### config.mk
export PLATFORM = sky130hd
export DESIGN_NAME = unity_ecc_symbol_encoder
export DESIGN_NICKNAME = d
export VERILOG_FILES = /design/src/rtl/unity_ecc_symbol_encoder.sv
export SDC_FILE = /design/constraint.sdc
export NUM_CORES = 1
export LEC_CHECK = 0
export ABC_AREA = 0
export BUFFER_PORTS_ARGS = -buffer_cell sky130_fd_sc_hd__buf_2
export CAP_MARGIN = 20
export CORE_MARGIN = 1.5
export CORE_UTILIZATION = 45
export DETAILED_ROUTE_END_ITERATION = 8
export PLACE_DENSITY_LB_ADDON = 0.08
export SLEW_MARGIN = 10
export SYNTH_ARGS = -nofsm -noshare
export SYNTH_HDL_FRONTEND = slang
export SYNTH_SLANG_ARGS = --single-unit
### constraint.sdc
create_clock -name clk -period 3.5 [get_ports clk]
set_clock_uncertainty 0.1 [all_clocks]
set_input_delay 0.35 -clock clk [delete_from_list [all_inputs] [get_ports clk]]
set_output_delay 0.35 -clock clk [all_outputs]
set_load 0.01 [all_outputs]
### src/rtl/unity_ecc_symbol_encoder.sv
// Streaming encoder for the Unity ECC symbol code: forwards K data symbols
// and then appends an unweighted and a position-weighted check symbol.
module unity_ecc_symbol_encoder #(
  parameter int K = 8
) (
  input  logic       clk,
  input  logic       rst,
  input  logic       s_valid,
  output logic       s_ready,
  input  logic [7:0] s_data,
  output logic       m_valid,
  input  logic       m_ready,
  output logic [7:0] m_data,
  output logic       m_check,
  output logic       m_last
);

  localparam int IW = $clog2(K + 1);

  typedef enum logic [1:0] {
    DATA,
    CHK0,
    CHK1
  } state_t;

  state_t        state, state_nx;
  logic [IW-1:0] idx, idx_nx;
  logic [7:0]    acc0, acc0_nx;
  logic [7:0]    acc1, acc1_nx;
  logic          m_valid_nx, m_check_nx, m_last_nx;
  logic [7:0]    m_data_nx;
  logic          slot_free;
  logic [7:0]    weight;
  logic [7:0]    prod;

  // The output register can take a new symbol when empty or draining this cycle.
  assign slot_free = !m_valid || m_ready;
  assign weight    = 8'(idx) + 8'd1;
  // Only the low byte of the weighted product ever reaches the mod-256 sum.
  assign prod      = weight * s_data;

  always_ff @(posedge clk) begin
    if (rst) begin
      state   <= DATA;
      idx     <= '0;
      acc0    <= 8'h00;
      acc1    <= 8'h00;
      m_valid <= 1'b0;
      m_data  <= 8'h00;
      m_check <= 1'b0;
      m_last  <= 1'b0;
    end else begin
      state   <= state_nx;
      idx     <= idx_nx;
      acc0    <= acc0_nx;
      acc1    <= acc1_nx;
      m_valid <= m_valid_nx;
      m_data  <= m_data_nx;
      m_check <= m_check_nx;
      m_last  <= m_last_nx;
    end
  end

  always_comb begin
    state_nx   = state;
    idx_nx     = idx;
    acc0_nx    = acc0;
    acc1_nx    = acc1;
    m_valid_nx = m_valid;
    m_data_nx  = m_data;
    m_check_nx = m_check;
    m_last_nx  = m_last;
    s_ready    = 1'b0;

    case (state)
      DATA: begin
        s_ready = slot_free;
        if (s_valid && slot_free) begin
          m_data_nx  = s_data;
          m_valid_nx = 1'b1;
          m_check_nx = 1'b0;
          m_last_nx  = 1'b0;
          idx_nx     = idx + IW'(1);
          acc0_nx    = acc0 + s_data;
          acc1_nx    = acc1 + prod;
          if (idx == IW'(K - 1)) state_nx = CHK0;
        end else if (slot_free) begin
          m_valid_nx = 1'b0;
        end
      end
      CHK0: begin
        if (slot_free) begin
          m_data_nx  = acc0;
          m_valid_nx = 1'b1;
          m_check_nx = 1'b1;
          m_last_nx  = 1'b0;
          state_nx   = CHK1;
        end
      end
      CHK1: begin
        // Clearing here lets the next codeword start from zero while check1 drains.
        if (slot_free) begin
          m_data_nx  = acc1;
          m_valid_nx = 1'b1;
          m_check_nx = 1'b1;
          m_last_nx  = 1'b1;
          acc0_nx    = 8'h00;
          acc1_nx    = 8'h00;
          idx_nx     = '0;
          state_nx   = DATA;
        end
      end
      default: state_nx = DATA;
    endcase
  end

endmodule

==> results of run 1 <==
kinds of logic (layout without fill, tap and decap cells):
group                      Yosys count  after routing  synth area share, %
and+or+nand+nor                    116            116                 21.3
AOI/OAI and AO/OA                   69             69                 16.9
adders and majority gates           41             41                 24.4
buffers and inverters               36             69                 5.22
DFF                                 33             33                 24.8
xor gates and xnor gates            16             16                 6.59
muxes                                2              2                0.800
final cells by class:
class,instances,area share (%)
timing repair buffer,42,8.54
tap,72,2.78
multi-input combinational,244,63.3
sequential,33,20.7
clock inverter,1,0.155
inverter,21,2.43
clock buffer,5,2.13
power by group:
group          internal, W  switching [W]
clock network     0.000131       0.000134
logic             0.000290       0.000274
registers         0.000414      0.0000404
total             0.000834       0.000449
repair_timing:
item                       in CTS  in global routing
pin swaps                      17                 17
buffers inserted                4                  1
resized for setup              15                 12
setup endpoints to repair       4                  4
cells in the mapped netlist (3+ instances only):
| library cell | instances | area, µm² |
|---|---|---|
| nor2_1 | 36 | 135 |
| clkbuf_1 | 12 | 45.0 |
| inv_1 | 21 | 78.8 |
| o211ai_1 | 8 | 60.1 |
| nand3b_1 | 5 | 37.5 |
| and2_1 | 12 | 75.1 |
| a21oi_1 | 24 | 120 |
| dfxtp_1 | 33 | 661 |
| xnor2_1 | 11 | 96.3 |
| nand2b_1 | 3 | 18.8 |
| nor3_1 | 6 | 30.0 |
| o21ai_0 | 4 | 20.0 |
| ha_1 | 23 | 288 |
| fa_1 | 18 | 360 |
| o21bai_1 | 3 | 22.5 |
| nor2b_1 | 8 | 50.1 |
| nand2_1 | 31 | 116 |
| a22oi_1 | 20 | 150 |
| nand3_1 | 4 | 20.0 |
per-layer routing:
layer	up-vias	track usage [%]	part of all wire, %
met3	9	3.09	3.0
met2	34	35.9	48
met4	0	5.17	1.1
met5	-	0	0
li1	1124	-	-
met1	1065	30.1	48
state kept, by name, summed over array words and instances (netlist names):
register / flops
acc0: 8
idx: 4
state: 2
m_valid: 1
acc1: 8
m_last: 1
m_data: 8
m_check: 1
stage by stage:
step                worst slack (ps)  total power (W)  instances  hold slack, ps
global placement                -140         0.000947        407             341
floorplan                      -5.35         0.000819        313             374
finish                         -47.5          0.00128        418             350
CTS                            -83.0          0.00124        417             350
detailed placement              -181         0.000957        407             343
global route                    -212          0.00138        418             356
worst max-delay path by stage:
stage | from | end | slack, ps
after global routing | idx[0]$_SDFFE_PP0P_ | acc1[7]$_SDFFE_PP0P_ | -210
final | idx[0]$_SDFFE_PP0P_ | acc1[7]$_SDFFE_PP0P_ | -50
after global placement | idx[0]$_SDFFE_PP0P_ | acc1[7]$_SDFFE_PP0P_ | -140
after detailed placement | idx[0]$_SDFFE_PP0P_ | acc1[7]$_SDFFE_PP0P_ | -180
after floorplan | idx[1]$_SDFFE_PP0P_ | acc1[7]$_SDFFE_PP0P_ | -5
after CTS | idx[1]$_SDFFE_PP0P_ | acc1[7]$_SDFFE_PP0P_ | -80
worst max-delay path, delay by kind of cell (launching register included):
kind	cells	cell delay, ps
AO/OA/AOI/OAI	5	690
AND/OR/NAND/NOR	1	150
XOR/XNOR	2	300
adder cells (fa/ha/maj)	5	1560
buffers and inverters	2	250
flip-flops	1	370
==> impl_metrics.py, run 1 <==
metrics = {
    "status": {
        "outcome": "complete, but fails checks",
        "failed_checks": "negative setup slack",
    },
    "final_layout": {
        "syn_to_final_growth_pct": 21.7,
        "final_common_cell": "nor2_1",
        "fin_area_mm2": 0.00324,
        "multi_input_area_mm2": 0.00205,
        "fin_nets": 400,
        "antenna_cells": 0,
        "fillers": 539,
        "layout_common_cells": "nor2_1, dfxtp_1, nand2_1",
        "seqCellArea_um2": 669,
        "drive_gt1_share_pct": 23.4,
        "finish.utilization_pct": 57.7,
    },
    "cts": {
        "insertion_delay_ps": 280,
        "cts-root-buf": "clkbuf_8",
        "cts_buffers": 5,
        "path_clk_slew_ps": 70,
        "htreeDepth": 2,
        "cts_tree": "yes",
        "cts_hold_buf": 0,
        "clockBufferDepth": 2,
        "clock-sinks": 33,
    },
    "synth": {
        "syn_area_per_cell_um2": 8.50,
        "async_flop_share_pct": 0,
        "synth_ff_type": "dfxtp_1",
        "syn_nets": 366,
        "synth_edf_count": 0,
        "netlist_instances": 313,
        "ys_warn_count": 0,
        "synth-seq-cells": 33,
        "syn_area_mm2": 0.00266,
        "synth_cell_type_count": 43,
        "seq_area_frac_synth_pct": 24.8,
    },
    "critical_path": {
        "worstPathArrival_ps": 3590,
        "rr_startpoint": "idx[0]$_SDFFE_PP0P_",
        "end_kind": "register",
        "rr_worst_depth": 15,
        "cp_cell_sequence": "ha_4, xor2_4, buf_6, buf_4, and2_1, ha_1, ha_4, fa_2, ha_1, a21o_1, a21oi_4, o21bai_1, a21oi_1, xnor2_1, o31ai_1",
        "r2r_slack_ps": -50,
        "max_stage_delay_ps": 600,
        "cpMaxStageDelayCell": "fa_2",
        "reg2reg_to": "acc1[7]$_SDFFE_PP0P_",
        "cp-start-kind": "register",
        "critical_path_class": "register to register",
        "cp_data_required_time_ps": 3540,
        "crit_fanout": 4,
    },
    "sta": {
        "tightest_slew_ps": 879,
        "setup_viol": 1,
        "rsz0062_at_grt": "true",
        "min_period_ps": 3550,
        "relSlewSlack_pct": 41.3,
        "final.setup.tns_ps": -47.5,
        "fmax_mhz": 282,
        "drv_slew": 0,
        "hold_viol_final": 0,
        "finalWorstSetupSlack_ps": -47.5,
        "layout_worst_path_cycle_share_pct": 101,
    },
    "min_path": {
        "hold_path.startpoint": "m_data[1]$_SDFFE_PP0P_",
        "holdPathEnd": "m_data[1]$_SDFFE_PP0P_",
        "hold_path.class": "register to register",
        "holdPathStages": 2,
    },
    "routing": {
        "ant_nets": 0,
        "viasPerCell": 5.34,
        "finalWirelength_um": 6310,
        "drtPass1Iterations": 4,
        "initialDrtViolationCount": 94,
        "vias": 2232,
        "route.detailed.drc": 0,
        "wl_per_cell_um": 15.1,
    },
    "placed_design": {
        "portBuffers": 23,
        "gp_congestion": 0.799,
        "hpwl_um": 4660,
        "placed_area_mm2": 0.00299,
    },
    "power": {
        "ir_worst_vdd_mv": 0.171,
        "leakagePower_nw": 1.38,
        "p_per_area_mw_per_mm2": 396,
    },
    "floorplanning": {
        "die_h_um": 79.9,
        "start_util_pct": 47.4,
        "die_area_mm2": 0.00638,
        "fp.dieW_um": 79.9,
        "rows": 27,
        "io_pins": 24,
        "core_area_mm2": 0.00561,
    },
    "global_route": {
        "antenna_found_initial": 0,
        "grt_first_pass_wirelength_um": 10700,
        "gr-total-overflow": 0,
        "grt_util_all_layers_pct": 21.8,
        "grt_pass1_vias": 2189,
        "grt_max_degree": 40,
    },
    "flow_run": {
        "maxCapViolations": 0,
    },
}
No activity file was read; power rests on OpenSTA's default activity.
==> inputs of run 2 (changes only) <==
- CORE_UTILIZATION: 45 -> 30
- PLACE_DENSITY_LB_ADDON: 0.08 -> default
==> impl_metrics.py, run 2 (synthesis results as in run 1) <==
metrics = {
    "global_route": {
        "antenna_found_initial": 0,
        "grt_max_degree": 40,
        "grt_first_pass_wirelength_um": 11200,
        "grt_pass1_vias": 2290,
        "grt_util_all_layers_pct": 14.6,
        "gr-total-overflow": 0,
    },
    "floorplanning": {
        "start_util_pct": 30.8,
        "core_area_mm2": 0.00864,
        "fp.dieW_um": 97.2,
        "io_pins": 24,
        "die_area_mm2": 0.00944,
        "die_h_um": 97.2,
        "rows": 34,
    },
    "cts": {
        "clockBufferDepth": 2,
        "cts_hold_buf": 0,
        "cts_buffers": 5,
        "htreeDepth": 2,
        "clock-sinks": 33,
        "insertion_delay_ps": 290,
        "cts_tree": "yes",
        "cts-root-buf": "clkbuf_8",
        "path_clk_slew_ps": 70,
    },
    "critical_path": {
        "worstPathArrival_ps": 3760,
        "critical_path_class": "register to register",
        "crit_fanout": 4,
        "cp-start-kind": "register",
        "cp_data_required_time_ps": 3600,
        "end_kind": "register",
        "rr_worst_depth": 12,
    },
    "power": {
        "leakagePower_nw": 1.37,
        "power_switching_w": 0.000450,
        "p_int_w": 0.000863,
        "switching_share_pct": 34.3,
        "ir_worst_vdd_mv": 0.125,
        "comb_power_share_pct": 43.2,
        "total_power_w": 0.00131,
        "p_seq_share_pct": 34.5,
        "p_clk_share_pct": 22.2,
        "p_per_area_mw_per_mm2": 400,
    },
    "placed_design": {
        "pre_cts_ws_ps": -263,
        "gp_congestion": 0.783,
        "portBuffers": 23,
        "hpwl_um": 4800,
    },
    "sta": {
        "tightest_slew_ps": 829,
        "setup_viol": 2,
        "min_period_ps": 3670,
        "hold_viol_final": 0,
        "drv_slew": 0,
        "fmax_mhz": 273,
        "relSlewSlack_pct": 44.6,
        "layout_worst_path_cycle_share_pct": 105,
        "rsz0062_at_grt": "true",
        "finalWorstSetupSlack_ps": -166,
    },
    "final_layout": {
        "final_common_cell": "nor2_1",
        "drive_gt1_share_pct": 22.4,
        "reg_top3": "acc0 x8, acc1 x8, m_data x8",
        "layout_common_cells": "nor2_1, nand2_1, dfxtp_1",
        "fin_nets": 401,
        "syn_to_final_growth_pct": 23.3,
        "fillers": 871,
        "antenna_cells": 0,
    },
    "routing": {
        "viasPerCell": 5.01,
        "vias": 2286,
        "ant_nets": 0,
        "wl_per_cell_um": 14.2,
        "route.detailed.drc": 0,
        "finalWirelength_um": 6480,
        "initialDrtViolationCount": 77,
        "drtPass1Iterations": 4,
    },
    "flow_run": {
        "maxCapViolations": 0,
    },
    "min_path": {
        "hold_path.class": "register to register",
        "holdPathStages": 2,
    },
    "status": {
        "outcome": "complete, but fails checks",
        "failed_checks": "negative setup slack",
    },
}
## run 2: cell type report
class / count / area (µm²) / area share, %
Tap cell: 108 / 135 / 4.12
Inverter: 21 / 78.8 / 2.40
Clock buffer: 7 / 86.3 / 2.63
Multi-Input combinational cell: 244 / 2030 / 61.8
Timing Repair Buffer: 43 / 284 / 8.66
Sequential cell: 33 / 669 / 20.4
## run 2: critical path, stage by stage, from the launching register on
cell,delay (ps)
dfxtp_4,380
ha_4,170
xor2_4,220
nand2_1,110
fa_1,510
fa_1,510
fa_2,360
xnor2_2,160
xnor3_1,270
xnor2_2,150
xnor3_1,260
xnor2_1,140
o31ai_1,230
## run 2: worst paths after layout
path | startpoint | end | slack (ps)
worst max-delay path | idx[1]$_SDFFE_PP0P_ | acc1[7]$_SDFFE_PP0P_ | -170
worst min-delay path | m_data[7]$_SDFFE_PP0P_ | m_data[7]$_SDFFE_PP0P_ | 350
worst max register to register | idx[1]$_SDFFE_PP0P_ | acc1[7]$_SDFFE_PP0P_ | -170
worst min register to register | m_data[7]$_SDFFE_PP0P_ | m_data[7]$_SDFFE_PP0P_ | 350
## run 2: layer usage
metal  up-vias  part of all wire [%]  global-route usage [%]
met5         -                     0                       0
met2        34                    49                    25.0
met1      1111                    46                    18.5
li1       1132                     -                       -
met3         9                   3.0                    2.59
met4         0                   1.3                    4.79
## run 2: power by group through the flow
stage,clock network (W),logic [W],registers (W)
final,0.000292,0.000568,0.000453
after global routing,0.000326,0.000636,0.000460
after CTS,0.000303,0.000507,0.000454
after detailed placement,0,0.000495,0.000462
after global placement,0,0.000483,0.000461
after floorplan,0,0.000367,0.000452
## run 2: stage by stage
| stage | utilization, % | setup TNS [ps] | cells | hold WS (ps) | instance area [µm²] |
|---|---|---|---|---|---|
| after floorplan | - | -5.35 | 313 | 374 | 2770 |
| after global placement | 35.3 | -437 | 445 | 344 | 3050 |
| after detailed placement | 35.3 | -662 | 445 | 343 | 3050 |
| after CTS | 36.9 | -347 | 454 | 346 | 3190 |
| after global routing | 38.0 | -743 | 456 | 368 | 3280 |
| final | 38.0 | -216 | 456 | 350 | 3280 |
## run 2: what timing repair did
action / CTS / global route
pin swaps: 3 / 16
endpoints found under the hold margin: 0 / 0
buffers inserted: 2 / 2
setup endpoints to repair: 4 / 4
gates resized for setup: 5 / 16
